## config.mk

```make
export PLATFORM = sky130hd
export DESIGN_NAME = uart_word_bridge
export DESIGN_NICKNAME = d
export VERILOG_FILES = /design/src/rtl/uart_word_bridge_pkg.sv /design/src/rtl/uart_word_bridge_word_fifo.sv /design/src/rtl/uart_word_bridge.sv
export SDC_FILE = /design/constraint.sdc
export NUM_CORES = 1
export LEC_CHECK = 0
export BUFFER_PORTS_ARGS = -buffer_cell sky130_fd_sc_hd__buf_2
export CORE_MARGIN = 1.5
export CORE_UTILIZATION = 45
export CTS_BUF_LIST = sky130_fd_sc_hd__clkbuf_16
export DETAILED_ROUTE_END_ITERATION = 8
export SYNTH_ARGS = -nofsm -noshare
export SYNTH_HDL_FRONTEND = slang
export SYNTH_SLANG_ARGS = --single-unit
```

## constraint.sdc

```tcl
create_clock -name clk -period 2.88 [get_ports clk]
set_clock_uncertainty 0.15 [all_clocks]
set_input_delay 0 -clock clk [delete_from_list [all_inputs] [get_ports clk]]
set_output_delay 0 -clock clk [all_outputs]
set_load 0.05 [all_outputs]
```

## src/rtl/uart_word_bridge_pkg.sv

```systemverilog
// Shared definitions for the UART word bridge: lane/word widths, the read and
// TX FSM encodings, and a byte-lane selector used by the serializer.
package uart_word_bridge_pkg;

  localparam int LANE_W = 8;
  localparam int WORD_W = 4 * LANE_W;

  typedef enum logic [1:0] {
    R_IDLE,
    R_RESP,
    R_WAIT_LOW
  } read_state_t;

  typedef enum logic [1:0] {
    T_IDLE,
    T_SEND,
    T_DONE
  } tx_state_t;

  // Little-endian lane k occupies bits [8k+7:8k].
  function automatic logic [LANE_W-1:0] lane_of(input logic [WORD_W-1:0] word,
                                                input logic [1:0]        idx);
    return word[idx*LANE_W +: LANE_W];
  endfunction

endpackage

```

## src/rtl/uart_word_bridge_word_fifo.sv

```systemverilog
// Synchronous first-word-fall-through FIFO. A push while full is accepted only
// when a pop happens at the same edge; pops while empty are ignored.
module word_fifo #(
  parameter int WIDTH = 32,
  parameter int DEPTH = 4
) (
  input  logic             clk,
  input  logic             rst_n,
  input  logic             push,
  input  logic [WIDTH-1:0] push_data,
  input  logic             pop,
  output logic             full,
  output logic             empty,
  output logic [WIDTH-1:0] head
);

  localparam int AW = $clog2(DEPTH);

  logic [WIDTH-1:0] mem [DEPTH];
  logic [AW:0]      wr_ptr;
  logic [AW:0]      rd_ptr;
  logic             do_push;
  logic             do_pop;

  // Extra pointer bit distinguishes full from empty when the indices match.
  assign empty   = (wr_ptr == rd_ptr);
  assign full    = (wr_ptr[AW] != rd_ptr[AW]) && (wr_ptr[AW-1:0] == rd_ptr[AW-1:0]);
  assign do_pop  = pop && !empty;
  assign do_push = push && (!full || do_pop);
  assign head    = mem[rd_ptr[AW-1:0]];

  always_ff @(posedge clk or negedge rst_n) begin
    if (!rst_n) begin
      wr_ptr <= '0;
      rd_ptr <= '0;
    end else begin
      if (do_push) wr_ptr <= wr_ptr + 1'b1;
      if (do_pop)  rd_ptr <= rd_ptr + 1'b1;
    end
  end

  // NOTE: storage is deliberately not reset; the pointers alone define which
  // entries are valid, so the array can map onto plain RAM.
  always_ff @(posedge clk) begin
    if (do_push) mem[wr_ptr[AW-1:0]] <= push_data;
  end

endmodule

```

## src/rtl/uart_word_bridge.sv

```systemverilog
// Packs UART RX bytes into 32-bit little-endian words behind a FIFO with a
// read handshake, and serializes 32-bit response words to the TX PHY.
module uart_word_bridge
  import uart_word_bridge_pkg::*;
#(
  parameter int RX_FIFO_DEPTH       = 4,
  parameter int BYTE_TIMEOUT_CYCLES = 100000
) (
  input  logic              clk,
  input  logic              reset,
  input  logic              rx_byte_valid,
  input  logic [LANE_W-1:0] rx_byte,
  output logic              tx_byte_valid,
  output logic [LANE_W-1:0] tx_byte,
  input  logic              tx_byte_ready,
  output logic              uart_rx_empty,
  output logic              uart_tx_empty,
  input  logic              uart_read,
  output logic              uart_read_response,
  output logic [WORD_W-1:0] uart_read_data,
  input  logic              uart_write,
  input  logic [WORD_W-1:0] uart_write_data,
  output logic              uart_write_response,
  output logic              rx_overflow
);

  localparam int TW = (BYTE_TIMEOUT_CYCLES > 1) ? $clog2(BYTE_TIMEOUT_CYCLES) : 1;
  localparam logic [TW-1:0] T_LAST = TW'(BYTE_TIMEOUT_CYCLES - 1);

  logic [1:0]          byte_idx;
  logic [3*LANE_W-1:0] lanes;
  logic [TW-1:0]       idle_cnt;
  logic                timeout_hit;
  logic                rx_push;
  logic                rd_pop;
  logic                fifo_full;
  logic                fifo_empty;
  logic [WORD_W-1:0]   fifo_head;

  read_state_t         rd_state, rd_next;
  tx_state_t           tx_state, tx_next;
  logic [WORD_W-1:0]   tx_word;
  logic [1:0]          tx_idx;

  assign timeout_hit = (BYTE_TIMEOUT_CYCLES != 0) && (byte_idx != 2'd0) && (idle_cnt == T_LAST);
  assign rx_push     = rx_byte_valid && (byte_idx == 2'd3);

  // NOTE: every clocked process uses non-blocking assignments so all state
  // updates at an edge see the same pre-edge values.
  always_ff @(posedge clk or negedge reset) begin
    if (!reset) begin
      byte_idx <= '0;
      lanes    <= '0;
      idle_cnt <= '0;
    end else if (rx_byte_valid) begin
      byte_idx <= byte_idx + 2'd1;
      idle_cnt <= '0;
      case (byte_idx)
        2'd0:    lanes[0*LANE_W +: LANE_W] <= rx_byte;
        2'd1:    lanes[1*LANE_W +: LANE_W] <= rx_byte;
        2'd2:    lanes[2*LANE_W +: LANE_W] <= rx_byte;
        default: ;
      endcase
    end else if (timeout_hit) begin
      byte_idx <= '0;
      idle_cnt <= '0;
    end else if (byte_idx != 2'd0) begin
      idle_cnt <= idle_cnt + TW'(1);
    end
  end

  always_ff @(posedge clk or negedge reset) begin
    if (!reset)                              rx_overflow <= 1'b0;
    else if (rx_push && fifo_full && !rd_pop) rx_overflow <= 1'b1;
  end

  word_fifo #(
    .WIDTH(WORD_W),
    .DEPTH(RX_FIFO_DEPTH)
  ) u_rx_fifo (
    .clk      (clk),
    .rst_n    (reset),
    .push     (rx_push),
    .push_data({rx_byte, lanes}),
    .pop      (rd_pop),
    .full     (fifo_full),
    .empty    (fifo_empty),
    .head     (fifo_head)
  );

  assign uart_rx_empty  = fifo_empty;
  assign uart_read_data = fifo_empty ? '0 : fifo_head;

  always_ff @(posedge clk or negedge reset) begin
    if (!reset) rd_state <= R_IDLE;
    else        rd_state <= rd_next;
  end

  // NOTE: every output of a combinational block is defaulted first, so no
  // branch can leave a value unassigned and infer a latch.
  always_comb begin
    rd_next            = rd_state;
    rd_pop             = 1'b0;
    uart_read_response = 1'b0;
    case (rd_state)
      R_IDLE:     if (uart_read && !fifo_empty) rd_next = R_RESP;
      R_RESP: begin
        uart_read_response = 1'b1;
        rd_pop             = 1'b1;
        rd_next            = R_WAIT_LOW;
      end
      R_WAIT_LOW: if (!uart_read) rd_next = R_IDLE;
      default:    rd_next = R_IDLE;
    endcase
  end

  always_ff @(posedge clk or negedge reset) begin
    if (!reset) tx_state <= T_IDLE;
    else        tx_state <= tx_next;
  end

  always_ff @(posedge clk or negedge reset) begin
    if (!reset) begin
      tx_word <= '0;
      tx_idx  <= '0;
    end else if (tx_state == T_IDLE && uart_write) begin
      tx_word <= uart_write_data;
      tx_idx  <= '0;
    end else if (tx_state == T_SEND && tx_byte_ready) begin
      tx_idx  <= tx_idx + 2'd1;
    end
  end

  always_comb begin
    tx_next             = tx_state;
    tx_byte_valid       = 1'b0;
    tx_byte             = '0;
    uart_tx_empty       = 1'b0;
    uart_write_response = 1'b0;
    case (tx_state)
      T_IDLE: begin
        uart_tx_empty = 1'b1;
        if (uart_write) tx_next = T_SEND;
      end
      T_SEND: begin
        tx_byte_valid = 1'b1;
        tx_byte       = lane_of(tx_word, tx_idx);
        if (tx_byte_ready && tx_idx == 2'd3) tx_next = T_DONE;
      end
      T_DONE: begin
        uart_write_response = 1'b1;
        tx_next             = T_IDLE;
      end
      default: tx_next = T_IDLE;
    endcase
  end

endmodule

```

==> results.sh, run 1 <==
export IMPL_outcome="completed"
export IMPL_place_congestion=0.848
export IMPL_area_growth_pct=22.9
export IMPL_endpoint_kind="output pin"
export IMPL_hpwl_mm=9.94
export IMPL_required_ns=2.73
export IMPL_tightest_slew_ns=0.901
export IMPL_grt_pass1_vias=5141
export IMPL_yosys_register_bits=216
export IMPL_clkTransAtPathRegs_ns=0.06
export IMPL_syn_num_nets=565
export IMPL_fin_area_sq_um=10900
export IMPL_cp_endpoint="uart_read_data[6]"
export IMPL_drv_cap=0
export IMPL_via_per_inst=5.08
export IMPL_cts_buffer_depth=3
export IMPL_rsz0062_at_grt="false"
export IMPL_fin_total_pwr_w=0.0126
export IMPL_coreArea_sq_um=19500
export IMPL_instances_no_fill=938
export IMPL_r2r_end="byte_idx[0]"
export IMPL_nets=713
export IMPL_dieArea_sq_um=20600
export IMPL_peakVddDrop_mv=0.662
export IMPL_setup_viol_count_final=0
export IMPL_first_pass_iters=4
export IMPL_async_reset_ff_frac=0.407
export IMPL_placed_area_sq_um=9720
export IMPL_rows=51
export IMPL_yosysTopAreaCell="edfxtp_1"
export IMPL_die_w_um=144
export IMPL_grt_overflow=0
export IMPL_grt_pass1_wl_mm=26.8
export IMPL_reg2reg_from="byte_idx[0]"
export IMPL_synth_edf_count=128
export IMPL_clock_sinks=216
export IMPL_final_period_utilization=0.865
export IMPL_ys_seq_area_frac=0.679
export IMPL_yosys_warnings=0
export IMPL_worstHoldStart="uart_write"
export IMPL_drcViolationCount=0
export IMPL_p_leak_nw=4.25
export IMPL_grt_max_degree=89
export IMPL_drive_above_1_share=0.363
export IMPL_diodes=0
export IMPL_synth_distinct_cells=45
export IMPL_synth_cells=508
export IMPL_tritoncts="built"
export IMPL_drt_wl_total_mm=16.7
export IMPL_fin_tns_setup_ns=0
export IMPL_worstPathArrival_ns=2.34
export IMPL_io_pins=92
export IMPL_cp_max_fo=24
export IMPL_antenna_found_initial=0
export IMPL_criticalPathCategory="reg2out"
export IMPL_startpoint="u_rx_fifo.rd_ptr[0]"
export IMPL_min_period_ns=2.49
export IMPL_regToRegSetupSlack_ns=0.81
export IMPL_synth_area_top_cells="edfxtp_1, dfrtp_1, mux4_2, mux2_2, nor2b_1"
export IMPL_dr_total_vias=4767
export IMPL_grt_total_usage=0.171
export IMPL_drt_initial_drc_count=187
export IMPL_dp_cells=851
export IMPL_initial_core_util=0.458
export IMPL_finalHoldViolations=0
export IMPL_final_util=0.562
export IMPL_die_y_um=144
export IMPL_synth_flop_cell="edfxtp_1"
export IMPL_final_max_slew_viol_count=0
export IMPL_cts_root_buf="clkbuf_16"
export IMPL_synth_area_per_cell_sq_um=17.5
export IMPL_slew_headroom=0.398
export IMPL_worstSetupStartpointType="register"
export IMPL_htree_num_levels=1
export IMPL_port_buffers=91
export IMPL_ff2ff_path_depth=6
export IMPL_cts_resized=0
export IMPL_powerDensity_nw_per_um2=1150
export IMPL_synth_top_cell_area_share=0.432
export IMPL_worstSkewPairLatency_ns=0.50
export IMPL_routedWlPerCell_um=17.8
export IMPL_max_freq_mhz=401
export IMPL_cts_buffers=23
export IMPL_hold_class="in2reg"
export IMPL_postRouteAntennaNets=0
export IMPL_synth_area_sq_um=8900
==> stage by stage <==
step / hold WS, ns / worst slack (ns)
detailed placement: -0.0552 / 0.780
global placement: -0.0624 / 0.824
global route: 0.0506 / 0.243
CTS: 0.0113 / 0.315
finish: 0.00833 / 0.388
floorplan: -0.446 / 0.487
==> critical path, stage by stage (launching register included) <==
cell and delay, ns:
dfrtp_2 0.62, buf_12 0.29, mux4_2 0.55, nor2b_1 0.14, buf_2 0.22
==> cell usage after synthesis, types with 2 or more instances <==
master    instances
mux4_2           40
nor4b_1           2
nand2_1          16
xor2_1            9
dfrtp_1          88
mux2_2           56
o21ai_0           4
and2_1           13
nand3_1           4
buf_6             3
buf_2            13
edfxtp_1        128
ha_1             11
clkbuf_1          5
inv_1             8
nor2b_1          36
nor4_1            5
and3b_1           2
nor2_1           20
nand4_1           5
xnor2_2           2
nor3_1            4
xnor2_1          12
==> cells in the final DEF (no fill, tap or decap), types with 4 or more instances in the layout <==
cell type	n
edfxtp_1	128
buf_2	90
dfrtp_1	87
mux2_2	56
dlygate4sd3_1	45
mux4_2	40
nor2b_1	36
clkbuf_16	23
nor2_1	20
nand2_1	16
and2_1	13
xnor2_1	12
inv_1	11
ha_1	11
xor2_1	9
buf_12	6
nand4_1	5
nor4_1	5
buf_4	5
nand3_1	4
o21ai_0	4
nor3_1	4
clkinv_2	4
clkinv_1	4
bufinv_16	4
==> flip-flops by register name, indices dropped and copies added (netlist names) <==
register / count
byte_idx: 2
idle_cnt: 17
lanes: 24
rd_state: 2
rx_overflow: 1
tx_idx: 2
tx_state: 2
tx_word: 32
u_rx_fifo.mem: 128
u_rx_fifo.rd_ptr: 3
u_rx_fifo.wr_ptr: 3
==> metal layers <==
| layer | global-route usage | part of all wire |
|---|---|---|
| met1 | 0.213 | 0.43 |
| met2 | 0.302 | 0.50 |
| met3 | 0.0340 | 0.042 |
| met4 | 0.0521 | 0.027 |
| met5 | 0 | 0 |
==> worst min-delay path by stage <==
stage	to	slack, ns	cells after the start
global placement	tx_word[28]	-0.06	2
floorplan	byte_idx[0]	-0.45	0
CTS	tx_idx[0]	0.01	4
detailed placement	tx_word[28]	-0.06	2
global route	tx_idx[0]	0.05	4
finish	tx_idx[0]	0.008	4
==> final cells by class <==
class | instances | area, sq um
Inverter | 8 | 30.0
Tap cell | 265 | 332
Fill cell | 1553 | 8520
Multi-Input combinational cell | 261 | 2700
Timing Repair Buffer | 146 | 1060
Clock buffer | 23 | 576
Clock inverter | 19 | 199
Sequential cell | 216 | 6050
==> power by group <==
group	leakage [nW]	switching (W)	internal, W
registers	2.23	0.000537	0.00413
logic	1.63	0.00316	0.00180
clock network	0.387	0.00115	0.00182
==> cells by family after synthesis <==
logic type,share of synthesized area
buffers and inverters,0.0178
DFF,0.679
muxes,0.174
and+or+nand+nor,0.0792
adders and majority gates,0.0155
xor gates and xnor gates,0.0243
AOI/OAI and AO/OA,0.00984
==> what timing repair did <==
item,CTS,global route
buffers inserted,0,0
setup endpoints to repair,0,0
hold buffers,45,0
endpoints found under the hold margin,204,0
No activity file was read; power rests on OpenSTA's default activity.
==> inputs of run 2 (changes only) <==
- clock period: 2.88 -> 2.95 ns (I/O delays scaled with it)
==> run 2 against run 1 <==
Against the previous run:
- the flow now finishes with violations (negative hold slack)
- sequential share of layout area is 0.10 points lower
- register-to-register slack worse by 0.02 ns
- non-clock buffer count is 1 higher
- sequential power is 3% lower
- flip-flop and latch count stayed put
- routed wire length is 1.2% higher
- critical path depth stayed put
- clock power is 2% higher
- critical endpoint is now uart_read_data[8]
- via count is 1.9% higher
- core utilization is 0.10 points higher
- power is 1.4% lower
==> results.sh, run 2 (synthesized netlist as in run 1, its figures left out) <==
export IMPL_multi_input_area_sq_um=2700
export IMPL_diodes=0
export IMPL_antenna_found_initial=0
export IMPL_grt_max_degree=61
export IMPL_post_cts_buffers=0
export IMPL_regArea_sq_um=6050
export IMPL_grt_total_usage=0.172
export IMPL_cts_buffers=24
export IMPL_r2r_end="u_rx_fifo.mem[2][22]"
export IMPL_drt_wl_total_mm=16.9
export IMPL_ff2ff_path_depth=4
export IMPL_cts_root_buf="clkbuf_16"
export IMPL_initial_core_util=0.458
export IMPL_largest_reg_flops=128
export IMPL_clock_sinks=216
export IMPL_criticalPathCategory="reg2out"
export IMPL_postRouteAntennaNets=0
export IMPL_drv_cap=0
export IMPL_fin_tns_setup_ns=0
export IMPL_critPathSlowestCell="mux4_2"
export IMPL_dp_cells=853
export IMPL_dr_total_vias=4856
export IMPL_regToRegSetupSlack_ns=0.79
export IMPL_slew_headroom=0.435
export IMPL_drt_initial_drc_count=182
export IMPL_min_period_ns=2.60
export IMPL_grt_pass1_wl_mm=27.1
export IMPL_final_cell_mix="edfxtp_1, buf_2, dfrtp_1"
export IMPL_area_growth_pct=23.1
export IMPL_rows=51
export IMPL_p_leak_nw=4.27
export IMPL_critPathTopFamily="buffers and inverters"
export IMPL_htree_num_levels=1
export IMPL_outcome="complete, but fails checks"
export IMPL_endpoint_kind="output pin"
export IMPL_violations="negative hold slack"
export IMPL_hold_class="in2async"
export IMPL_startpoint="u_rx_fifo.rd_ptr[0]"
export IMPL_nets=715
export IMPL_crit_chain="buf_4 > mux4_2 > nor2b_1 > buf_2"
export IMPL_path_buf_inv=2
export IMPL_powerDensity_nw_per_um2=1130
export IMPL_drcViolationCount=0
export IMPL_cp_endpoint="uart_read_data[8]"
export IMPL_cts_buffer_depth=3
export IMPL_final_max_slew_viol_count=0
export IMPL_cp_max_fo=34
export IMPL_fin_total_pwr_w=0.0124
export IMPL_max_stage_delay_ns=0.59
export IMPL_via_per_inst=5.16
export IMPL_required_ns=2.80
export IMPL_rsz0062_at_grt="false"
export IMPL_instances_no_fill=941
export IMPL_worstSkewPairLatency_ns=0.50
export IMPL_postCtsHoldBufs=44
export IMPL_routedWlPerCell_um=18.0
export IMPL_clkTransAtPathRegs_ns=0.06
export IMPL_worstSetupStartpointType="register"
export IMPL_final_util=0.563
export IMPL_first_pass_iters=4
export IMPL_die_y_um=144
export IMPL_final_period_utilization=0.882
export IMPL_max_freq_mhz=384
export IMPL_coreArea_sq_um=19500
export IMPL_grt_pass1_vias=5136
export IMPL_holdWs_ns=-0.0121
export IMPL_place_congestion=0.834
export IMPL_nFillCells=1517
export IMPL_drive_above_1_share=0.361
export IMPL_die_w_um=144
export IMPL_port_buffers=91
export IMPL_worstPathArrival_ns=2.45
export IMPL_io_pins=92
export IMPL_setup_viol_count_final=0
export IMPL_peakVddDrop_mv=0.722
export IMPL_cp_depth=4
export IMPL_hpwl_mm=10.3
export IMPL_final_common_cell="edfxtp_1"
export IMPL_dieArea_sq_um=20600
export IMPL_reg2reg_from="rd_state[1]"
export IMPL_tightest_slew_ns=0.846
export IMPL_grt_overflow=0
export IMPL_tritoncts="built"
export IMPL_finalHoldViolations=8
export IMPL_cts_resized=0
run 2: changes by cell type in the layout (fill, tap and decap cells not counted), sizes merged:
cell / delta
dlygate4sd3: -1
clkinv: +2
clkinvlp: -2
buf: +2
clkbuf: +2
run 2: worst min-delay path by stage:
stage                    start     endpoint  slack, ns  cells after the start
finish                   reset  tx_word[18]      -0.01                      2
global route             reset  tx_word[18]       0.05                      2
CTS                 uart_write    tx_idx[0]      0.005                      4
detailed placement       reset  tx_word[28]      0.008                      1
global placement         reset  tx_word[28]    -0.0002                      1
floorplan                reset  byte_idx[0]      -0.45                      0
run 2: final cells by class:
cell class	instances	share of cell area
clock inverter	19	0.0172
sequential	216	0.552
timing repair buffer	147	0.0947
tap	265	0.0302
multi-input combinational	261	0.246
clock buffer	25	0.0571
inverter	8	0.00274
run 2: metrics by stage:
| step | instance area (sq um) | worst slack, ns |
|---|---|---|
| 2_1_floorplan | 8900 | 0.557 |
| 3_3_place_gp | 9710 | 0.814 |
| 3_5_place_dp | 9710 | 0.790 |
| 4_1_cts | 11000 | 0.265 |
| 5_1_grt | 11000 | 0.180 |
| 6_report | 11000 | 0.348 |
run 2: metal layers:
metal  wire [um]  vias up  global-route usage
li1            -     2215                   -
met5           0        -                   0
met4         343        0              0.0446
met1        7280     2499               0.217
met3         723       26              0.0337
met2        8550      116               0.304
run 2: power breakdown:
group / leakage (nW) / internal, W / switching, W
logic: 1.63 / 0.00175 / 0.00312
clock network: 0.406 / 0.00188 / 0.00113
registers: 2.23 / 0.00403 / 0.000490
run 2: worst reg2reg max path, stage by stage, from the launching register on:
cell and delay [ns]:
dfrtp_1 0.40, nand2b_1 0.27, a41oi_2 0.32, and2_1 0.47, buf_4 0.25
